--- src/rtl/uni_shift_reg.sv ---
// Parametrised universal shift register: manual shift/rotate/load/clear modes
// plus a burst engine that performs LEN autonomous shifts with BUSY/DONE handshake.
module uni_shift_reg #(
    parameter int            N    = 8,
    parameter logic [N-1:0]  INIT = '0,
    parameter int            CW   = $clog2(N + 1)
) (
    input  logic          CLK,
    input  logic          RESET,
    input  logic          CE,
    input  logic [2:0]    MODE,
    input  logic          SI,
    input  logic [N-1:0]  PI,
    input  logic          START,
    input  logic [CW-1:0] LEN,
    input  logic          DIR,
    output logic [N-1:0]  PO,
    output logic          SO_L,
    output logic          SO_R,
    output logic          BUSY,
    output logic          DONE
);

    typedef enum logic {IDLE, SHIFT} state_t;

    state_t        state_q, state_d;
    logic [N-1:0]  q_q, q_d;
    logic [CW-1:0] cnt_q, cnt_d;
    logic          dir_q, dir_d;
    logic          busy_q, busy_d;
    logic          done_q, done_d;

    always_comb begin
        state_d = state_q;
        q_d     = q_q;
        cnt_d   = cnt_q;
        dir_d   = dir_q;
        busy_d  = busy_q;
        done_d  = done_q;
        if (CE) begin
            done_d = 1'b0;
            case (state_q)
                IDLE: begin
                    if (START) begin
                        // Accept edge only arms the engine; the first shift is on the next edge.
                        if (LEN != '0) begin
                            cnt_d   = LEN;
                            dir_d   = DIR;
                            state_d = SHIFT;
                            busy_d  = 1'b1;
                        end else begin
                            done_d = 1'b1;
                        end
                    end else begin
                        case (MODE)
                            3'd1:    q_d = {q_q[N-2:0], SI};
                            3'd2:    q_d = {SI, q_q[N-1:1]};
                            3'd3:    q_d = {q_q[N-2:0], q_q[N-1]};
                            3'd4:    q_d = {q_q[0], q_q[N-1:1]};
                            3'd5:    q_d = PI;
                            3'd6:    q_d = '0;
                            default: q_d = q_q;
                        endcase
                    end
                end
                SHIFT: begin
                    q_d   = dir_q ? {SI, q_q[N-1:1]} : {q_q[N-2:0], SI};
                    cnt_d = cnt_q - CW'(1);
                    if (cnt_q == CW'(1)) begin
                        state_d = IDLE;
                        busy_d  = 1'b0;
                        done_d  = 1'b1;
                    end
                end
                default: state_d = IDLE;
            endcase
        end
    end

    always_ff @(posedge CLK or posedge RESET) begin
        if (RESET) begin
            state_q <= IDLE;
            q_q     <= INIT;
            cnt_q   <= '0;
            dir_q   <= 1'b0;
            busy_q  <= 1'b0;
            done_q  <= 1'b0;
        end else begin
            state_q <= state_d;
            q_q     <= q_d;
            cnt_q   <= cnt_d;
            dir_q   <= dir_d;
            busy_q  <= busy_d;
            done_q  <= done_d;
        end
    end

    assign PO   = q_q;
    assign SO_L = q_q[N-1];
    assign SO_R = q_q[0];
    assign BUSY = busy_q;
    assign DONE = done_q;

endmodule

--- config.mk ---
export PLATFORM = sky130hd
export DESIGN_NAME = uni_shift_reg
export DESIGN_NICKNAME = d
export VERILOG_FILES = /design/src/rtl/uni_shift_reg.sv
export SDC_FILE = /design/constraint.sdc
export NUM_CORES = 1
export LEC_CHECK = 0
export ABC_AREA = 1
export BUFFER_PORTS_ARGS = -buffer_cell sky130_fd_sc_hd__buf_2
export CELL_PAD_IN_SITES_DETAIL_PLACEMENT = 0
export CELL_PAD_IN_SITES_GLOBAL_PLACEMENT = 2
export CORE_AREA = 3 3 69 71
export CTS_CLUSTER_SIZE = 20
export DETAILED_ROUTE_END_ITERATION = 16
export DIE_AREA = 0 0 72 74
export PLACE_DENSITY_LB_ADDON = 0.15
export SETUP_SLACK_MARGIN = 0.15
export SLEW_MARGIN = 25
export SYNTH_ARGS = -nofsm -noshare
export SYNTH_HDL_FRONTEND = slang
export SYNTH_SLANG_ARGS = --single-unit
export TNS_END_PERCENT = 100
--- constraint.sdc ---
create_clock -name CLK -period 2.7 [get_ports CLK]
set_clock_uncertainty 0.1 [all_clocks]
set_input_delay 0.27 -clock CLK [delete_from_list [all_inputs] [get_ports CLK]]
set_output_delay 0.27 -clock CLK [all_outputs]
set_load 0.02 [all_outputs]
# After elaboration in Yosys (flattened, before gate mapping)
# Cells that the tools add are included.
# op_classes
addsub,1
eq_ne,12
n_mux,19
bitwise_logic,1
reduce_logical,5
# ops
cell,n
$pmux W8 S6,1
$mux W8,2
$pmux W8 S2,1
$eq A3 B3 Y1 const B,3
$mux W1,9
$mux W4,2
$pmux W4 S2,1
$reduce_and A4 Y1,2
$ne A7 B1 Y1 const B,1
$eq A3 B2 Y1 const B,2
$ne A2 B2 Y1 const B,3
$pmux W1 S2,3
$reduce_and A3 Y1,2
$eq A4 B1 Y1 const B,1
$reduce_bool A4 Y1,1
$sub A4 B1 Y4 const B,1
$eq A3 B1 Y1 const B,1
$ne A2 B1 Y1 const B,1
$not A1 Y1,1
# word_totals
regBits,16
inputBits,21
output_inout_bits,12
elab_cells,44

# Depth between registers and ports, before layout
# Gate-level depths: netlist of the first run.
# depth
word_depth,4
ltp_mapped,8
mapped_depth_nobuf,8

# Least setup slack after synthesis of the first run
# OpenSTA, ideal clock, no wires.
# synth_path
kind,reg2reg
start,register state_q
end,"register q_q[3], in the netlist PO[3]"
setup_time_ns,0.122
arrival_time_ns,0.979
required_ns,2.478
slack_ns,1.499
stages_incl_launch_ff,7
path_buffers,0
synth_period_minus_slack_ns,1.201
cell_sequence,dfrtp_1 -> inv_2 -> nand2_1 -> o21bai_4 -> inv_2 -> nor2_1 -> a21oi_1
# synth_via
elab_chain_len,3
elab_cells_between_ends,5
cone_classes,2 x eq/ne; 1 x mux; 1 x bitwise; 1 x reduce/logical
# synth_lines
item,line_no,source
"start, declared",26,"state_t state_q, state_d;"
"start signal, assigned",89,state_q <= state_d;
$not A1 Y1,--,
$ne A7 B1 Y1 (no line) or $ne A2 B2 Y1 (tied branches),--,
$reduce_and A3 Y1 (no line),--,
"end signal, assigned",90,q_q <= q_d;
"end, declared",27,"logic [N-1:0] q_q, q_d;"
# Parallel ways exist; a longest one is shown, timed or not.
# A chain may end at the register's enable or synchronous reset.

# Worst setup path in the final report of the first run
# layout_path
start,register state_q
end,"register q_q[1], in the netlist PO[1]"
# Same word-level chain as after synthesis.

==> results.cfg, run 1 <==
[outcome]
outcome = finished with violations
violations = negative hold slack

[logic_synthesis]
synth_simple_gate_area_share_pct = 39.2
yosys.area_share.adder_pct = 2.16
yosysMostFrequentCell = nand2_1
syn_area_mm2 = 0.00116
synth_xor_area_share_pct = 0.754
syn_nets = 207
synth_top_area_share_pct = 34.5
synth_edf_count = 0
yosysUniqueCellTypes = 21
yosysWarnings = 0
async_flop_share_pct = 100
synth_area_leaders = dfrtp_1 34%, nand2_1 16%, nor2_1 12%, nand3_1 8.6%, o21ai_0 7.3%
synthMuxAreaShare_pct = 0
synthTopCellsByCount = 48 x nand2_1, 37 x nor2_1, 20 x nand3_1, 17 x o21ai_0, 16 x dfrtp_1
syn_inst = 184
synth_seq_area_share_pct = 34.5
synth_compound_area_share_pct = 15.5
syn_area_per_cell_um2 = 6.31
netlist.top_cell.by_area = dfrtp_1
synth-seq-cells = 16
synth_ff_type = dfrtp_1
synth_top_family_by_area = simple AND/OR/NAND/NOR gates

[detailed_routing]
via_count = 1268
drt_iter0_drc = 85
post_drt_via_cell_ratio = 4.75
drt-total-wl_um = 3390
drtPass1Iterations = 4
drc = 0
detail_route.wl_per_cell_um = 12.7
antenna_left = 0

[clocking]
clk_latency_ps = 250
cts_made_buffers = 3
post_cts_resized = 0
cts.sink_count = 16
cts.clk_slew.worst_paths_ps = 70
cts_setup_buffers = 0
ctsHoldBuffers = 0
htree_levels = 1
root_buffer = clkbuf_8
clock_path_buffers = 2
tritoncts = yes

[global_routing]
grt_pass1_wl_um = 5730
grt_start_max_net_pins = 20
grt.total_usage_pct = 13.7
overflow = 0
antenna_found_initial = 0
grt_pass1_vias = 1259

[floorplan]
num_rows = 24
start_util_pct = 27.0
core_region_area_mm2 = 0.00429
io_pins = 33
dieHeight_um = 74
dieWidth_um = 72
dieArea_mm2 = 0.00533

[pwr]
p_per_area_mw_per_mm2 = 1020
max-vdd-ir-drop_v = 0.000326
p_leak_nw = 0.708

[worst_setup_path]
critPathMaxStageDelay_ps = 490
cp-end-kind = register
cp-start-kind = register
worst-path-max-fanout = 19
cpMostUsedCell = inv_2
required_ps = 2730
crit_chain = inv_2 -> nand2_1 -> o21bai_4 -> inv_2 -> nor2_1 -> a21oi_1
cp_data_arrival_time_ps = 1710
worst_path_max_delay_cell = dfrtp_1
crit_type = register to register
critPathLaunch = state_q
r2r_start = state_q

[worst_hold_path]
hold_class = primary input to asynchronous set/reset pin

[sta]
tns_ps = 0
final_hold_viol_count = 4
relSlewSlack_pct = 56.8
rsz0062_at_grt = false
finalSetupViolations = 0
max_freq_ghz = 0.598
worst_pin_slew_ps = 647
finalCritPeriodShare_pct = 61.9
min_period_ps = 1670
drv_slew = 0
finalHoldWorstSlack_ps = -0.730

[cells_and_area]
drive_gt1_share_pct = 20.5
finish.utilization_pct = 32.9
num-fill-cells = 488
finalNetCount = 239
n_antenna_cell = 0
area_delta_synth_final_pct = 21.8

[placement]
io_buffers = 32
dpl.hpwl_um = 2690
gp_congestion = 0.773

[flow_run]
drv_cap = 0
flip-flops by register name, indices dropped and copies added (netlist names):
name,count
cnt_q,4
BUSY,1
DONE,1
state_q,1
PO,8
dir_q,1
cell usage in the layout, fill, tap and decap left out:
master / n
xnor2_1: 1
nand2_2: 2
nand3_1: 20
nor2_2: 1
nor2_1: 37
o21bai_4: 1
o21ai_0: 17
nand2_1: 48
ha_1: 2
inv_2: 4
o21ai_1: 1
a31oi_1: 1
clkbuf_8: 4
nor3_1: 1
dfrtp_1: 16
buf_2: 32
nand4_1: 2
a21oi_1: 10
o211ai_1: 2
inv_1: 13
power by group:
part / switching (mW) / leakage, nW / total (mW) / internal (mW)
logic: 0.459 / 0.499 / 0.726 / 0.267
clock network: 0.0849 / 0.0288 / 0.214 / 0.129
registers: 0.158 / 0.181 / 0.507 / 0.349
worst max-delay path: cells and delay by family (launching register included):
kind            cells  cell delay, ps
buf+inv             2             410
flops               1             490
compound gates      2             290
simple gates        2             260
cell families after synthesis:
kind of cell	after synthesis
flip-flops	16
buffers and inverters	22
adder cells (fa/ha/maj)	2
AO/OA/AOI/OAI	32
XOR/XNOR	1
AND/OR/NAND/NOR	111
area by class of cell:
| type | instances | area (um2) | share of cell area [%] |
|---|---|---|---|
| clock buffers | 4 | 55.1 | 3.89 |
| multi-input cells | 146 | 669 | 47.3 |
| flip-flops and latches | 16 | 400 | 28.3 |
| inverters | 17 | 63.8 | 4.51 |
| well taps | 52 | 65.1 | 4.60 |
| repair buffers | 32 | 160 | 11.3 |
routing by layer:
layer,GRT usage [%],vias to the layer above,wire [um]
li1,-,661,-
met3,2.16,4,138
met1,15.9,577,1550
met4,6.05,0,37
met2,25.0,26,1670
met5,0,-,0
worst paths after layout:
path / depth (start not counted) / endpoint / slack [ps]
max in group asynchronous: 2 / PO[6] / 2080
setup reg to reg: 6 / PO[1] / 1030
setup / recovery: 6 / PO[1] / 1030
hold / removal: 2 / PO[0] / -0.7
min in group CLK: 3 / dir_q / 170
hold reg to reg: 2 / BUSY / 420
through the flow:
step           setup WS, ps  instances  area (um2)  hold WS, ps  total power, mW
6_report               1030        267        1410       -0.730             1.45
5_1_grt                 871        267        1410         30.0             1.58
4_1_cts                1030        267        1410         13.4             1.47
3_5_place_dp           1040        263        1360          290             1.24
3_3_place_gp           1120        263        1360          285             1.24
2_1_floorplan          1500        184        1160         83.7             1.02
Note: power is estimated with default switching activity, not from simulation.
==> inputs of run 2 (changes only) <==
Settings changed: ABC_AREA 1 to 0, CORE_AREA 3 3 69 71 to 3 3 67 69, DIE_AREA 0 0 72 74 to 0 0 70 72.
Clock period 2.7 ns to 1.65 ns, I/O delays scaled along.
==> results.cfg, run 2 <==
[sta]
final_hold_viol_count = 0
finalCritPeriodShare_pct = 86.1
rsz0062_at_grt = false
max_freq_ghz = 0.704
min_period_ps = 1420
finalSetupViolations = 0
finalHoldWorstSlack_ps = 48.5
drv_slew = 0
tns_ps = 0
relSlewSlack_pct = 55.7
worst_pin_slew_ps = 664

[placement]
io_buffers = 32
gp_congestion = 0.770
dpl.hpwl_um = 2460

[cells_and_area]
area_delta_synth_final_pct = 28.7
n_antenna_cell = 0
drive_gt1_share_pct = 33.3
mostFrequentLayoutCells = 32 x buf_2, 16 x nand2_1, 15 x dfrtp_1
largest_register_ffs = 8
finalNetCount = 195
final_common_cell = buf_2

[global_routing]
grt_pass1_vias = 1134
grt_start_max_net_pins = 17
grt_pass1_wl_um = 5480
antenna_found_initial = 0
grt.total_usage_pct = 13.4
overflow = 0

[clocking]
clock_path_buffers = 2
cts_made_buffers = 3
htree_levels = 1
root_buffer = clkbuf_8
tritoncts = yes
clk_latency_ps = 250
cts.sink_count = 16
cts.clk_slew.worst_paths_ps = 70

[logic_synthesis]
synth_ff_type = dfrtp_1
synth_edf_count = 0
synthTopCellsByCount = 16 x dfrtp_1, 16 x nand2_1, 9 x a21oi_1, 9 x inv_1, 8 x nor2_1
yosysWarnings = 0
syn_area_mm2 = 0.00114
async_flop_share_pct = 100
yosysUniqueCellTypes = 43
synth-seq-cells = 16
synth_seq_area_share_pct = 35.1
synth_area_leaders = dfrtp_1 35%, mux2i_1 5.3%, nand2_1 5.3%, a21oi_1 4.0%, a221o_1 3.5%
syn_nets = 155
synth_top_area_share_pct = 35.1
netlist.top_cell.by_area = dfrtp_1
syn_inst = 132
syn_area_per_cell_um2 = 8.64

[detailed_routing]
via_count = 1120
post_drt_via_cell_ratio = 5.07
drt-total-wl_um = 3130
drt_iter0_drc = 45
drtPass1Iterations = 4
detail_route.wl_per_cell_um = 14.2
drc = 0
antenna_left = 0

[worst_hold_path]
hold_class = primary input to register

[floorplan]
dieHeight_um = 72
core_region_area_mm2 = 0.00397
io_pins = 33
dieArea_mm2 = 0.00504
dieWidth_um = 70
start_util_pct = 28.7
num_rows = 23

[worst_setup_path]
required_ps = 1690
cp-end-kind = register
worst-path-max-fanout = 8
crit_chain = buf_4 -> nor2_1 -> mux2_2
worst_path_max_delay_cell = dfrtp_2
cp-start-kind = register
critPathMaxStageDelay_ps = 460
cp_data_arrival_time_ps = 1460
crit_type = register to register

[outcome]
outcome = finished clean

[pwr]
power.total_mw = 2.45
p_per_area_mw_per_mm2 = 1670
p_leak_nw = 0.674
max-vdd-ir-drop_v = 0.000515

[flow_run]
drv_cap = 0
## run 2: path summary, 6_finish.rpt
kind | startpoint | end | slack [ps] | cells after the start
worst min register to register | BUSY | BUSY | 430 | 2
worst max register to register | state_q | dir_q | 230 | 3
max in group asynchronous | RESET | state_q | 540 | 3
worst max-delay path | state_q | dir_q | 230 | 3
worst min-delay path | DIR | dir_q | 50 | 2
min in group asynchronous | RESET | cnt_q[2] | 450 | 3
## run 2: timing repair
item                                   in CTS  in global routing
gates resized for setup                     1                  2
endpoints found under the hold margin      16                  0
setup endpoints to repair                   1                 11
hold buffers                                1                  0
setup buffers                               0                  2
## run 2: power by group
part	internal [mW]	switching [mW]	leakage, nW
Sequential	0.574	0.242	0.188
Combinational	0.574	0.706	0.457
Clock	0.212	0.143	0.0288
Total	1.36	1.09	0.674
## run 2: final cells by class
class | instances | area, um2
fillers | 425 | 2500
multi-input cells | 100 | 676
flip-flops and latches | 16 | 402
repair buffers | 42 | 238
well taps | 50 | 62.6
clock buffers | 4 | 55.1
inverters | 9 | 33.8
## run 2: kinds of logic after synthesis
| kind of cell | after synthesis | share of synthesized area [%] |
|---|---|---|
| AOI/OAI and AO/OA | 51 | 31.9 |
| buffers and inverters | 16 | 6.69 |
| DFF | 16 | 35.1 |
| and+or+nand+nor | 39 | 16.9 |
| adders and majority gates | 3 | 3.07 |
| muxes | 7 | 6.26 |
## run 2: through the flow
step / utilization [%] / std cells / setup WS, ps / area [um2]
3_5_place_dp: 34.6 / 214 / 96.1 / 1370
4_1_cts: 36.3 / 219 / 152 / 1440
3_3_place_gp: 34.6 / 214 / 119 / 1370
5_1_grt: 36.9 / 221 / 156 / 1470
2_1_floorplan: - / 132 / 244 / 1140
6_report: 36.9 / 221 / 230 / 1470
## run 2: per-layer routing
layer | up-vias | global-route usage [%] | wire (um)
li1 | 575 | - | -
met1 | 519 | 17.0 | 1390
met2 | 21 | 23.0 | 1570
met3 | 5 | 3.46 | 134
met4 | 0 | 3.19 | 29
met5 | - | 0 | 0
## run 2: worst max-delay path: cells and delay by family, from the launching register on
kind	cells	cell delay, ps
buffers and inverters	1	190
multiplexers	1	360
AND/OR/NAND/NOR	1	190
flip-flops	1	460
==> inputs of run 3 (changes only) <==
Settings changed: CELL_PAD_IN_SITES_DETAIL_PLACEMENT 0 to not set, CELL_PAD_IN_SITES_GLOBAL_PLACEMENT 2 to not set, CORE_AREA 3 3 67 69 to 3 3 52 54, DIE_AREA 0 0 70 72 to 0 0 55 57.
==> results.cfg, run 3 (same netlist as run 2, synthesis figures left out) <==
[outcome]
outcome = finished clean

[global_routing]
grt.total_usage_pct = 20.7
overflow = 0
gr-usage-met1_pct = 26.6
grt_use_met3_pct = 3.13
grt_pass1_vias = 1053
grt_pass1_wl_um = 4840
grt-busiest-layer = met2
antenna_found_initial = 0
gr-usage-met2_pct = 34.6
grt_start_max_net_pins = 17

[sta]
max_freq_ghz = 0.720
relSlewSlack_pct = 56.6
worst_pin_slew_ps = 650
tns_ps = 0
drv_slew = 0
final_hold_viol_count = 0
finalCritPeriodShare_pct = 84.1
rsz0062_at_grt = false
min_period_ps = 1390
finalSetupViolations = 0

[worst_setup_path]
crit_type = register to register
r2r_start = PO[7]
reg2reg_to = PO[6]
cp_data_arrival_time_ps = 1470
worstRegToRegCells = 5
cp-end-kind = register
cp-start-kind = register
worst-path-max-fanout = 7
required_ps = 1740
r2r_slack_ps = 260

[worst_hold_path]
min-delay-start = START
min_path_cells = 3
min_to = DONE
hold_class = primary input to register

[detailed_routing]
via_count = 1153
post_drt_via_cell_ratio = 5.85
drc = 0
drt_iter0_drc = 28
antenna_left = 0
detail_route.wl_per_cell_um = 15.3
drt-total-wl_um = 3010
drtPass1Iterations = 4

[floorplan]
dieWidth_um = 55
num_rows = 17
core_region_area_mm2 = 0.00225
start_util_pct = 50.6
dieArea_mm2 = 0.00314
dieHeight_um = 57
io_pins = 33

[clocking]
cts.sink_count = 16
cts.clk_slew.worst_paths_ps = 100
root_buffer = clkbuf_4
cts_made_buffers = 3
tritoncts = yes
htree_levels = 1
clock_path_buffers = 2
clk_latency_ps = 300

[cells_and_area]
mostFrequentLayoutCells = 32 x buf_2, 16 x nand2_1, 14 x dfrtp_1, 9 x inv_1, 9 x a21oi_1
final_common_cell = buf_2
fin_cells = 197
drive_gt1_share_pct = 32.5
finalNetCount = 193
n_antenna_cell = 0
area_delta_synth_final_pct = 22.9
final_cell_area_mm2 = 0.00140
finish.utilization_pct = 62.2
largest_register_ffs = 8

[placement]
dpl_cell_area_mm2 = 0.00133
dp.cells = 190
io_buffers = 32
dpl.hpwl_um = 2260
gp_congestion = 0.880

[pwr]
power.total_mw = 2.33
p_leak_nw = 0.655
max-vdd-ir-drop_v = 0.00111
p_per_area_mw_per_mm2 = 1660

[flow_run]
drv_cap = 0
[run 3: cell types whose count changed in the layout (fill, tap and decap cells not counted)]
cell | previous run | this run
dlygate4sd3_1 | 1 | 2
dfrtp_1 | 15 | 14
clkbuf_8 | 4 | 1
buf_4 | 9 | 6
o21ai_4 | 1 | 0
dfrtp_2 | 1 | 2
o21ai_1 | 6 | 8
o21ai_2 | 0 | 1
clkbuf_4 | 0 | 3
o21ai_0 | 7 | 5
[run 3: what timing repair did]
action                                  in CTS  in global routing
gates resized for setup                      0                  5
endpoints found under the setup margin       0                  6
hold buffers                                 2                  0
endpoints found under the hold margin       17                  0
buffers inserted                             0                  1
[run 3: how the worst max path moves through the flow]
stage                     cells after the start      from  slack, ps       to
final                                         5     PO[7]        260    PO[6]
after CTS                                     5  cnt_q[1]        230  state_q
after global routing                          5     PO[7]        160    PO[6]
after detailed placement                      6   MODE[0]        110    PO[4]
after global placement                        6   MODE[0]        160    PO[2]
after floorplan                               5     PO[1]        240    PO[0]
[run 3: critical path, cell delays in order (launching register included)]
cell	delay (ps)
dfrtp_2	460
mux2i_1	160
nor2_1	70
a221o_2	300
o21ai_1	120
o21ai_0	80
[run 3: final cells by class]
cell class              count  area [um2]
well taps                  28        35.0
multi-input cells         100         668
inverters                   9        33.8
repair buffers             40         225
fillers                   206         853
clock buffers               4        36.3
flip-flops and latches     16         403
[run 3: power by group]
part	switching, mW	internal [mW]
clock network	0.137	0.135
registers	0.248	0.575
logic	0.695	0.540
total	1.08	1.25
[run 3: routing by layer]
layer,wire length (um),vias up
met5,0,-
met4,40,0
met3,153,5
met2,1520,37
met1,1300,544
li1,-,567
[run 3: metrics by stage]
stage	hold slack (ps)	setup WS [ps]
6_report	77.0	262
2_1_floorplan	-21.3	244
3_5_place_dp	189	112
5_1_grt	84.0	164
3_3_place_gp	171	160
4_1_cts	71.1	228
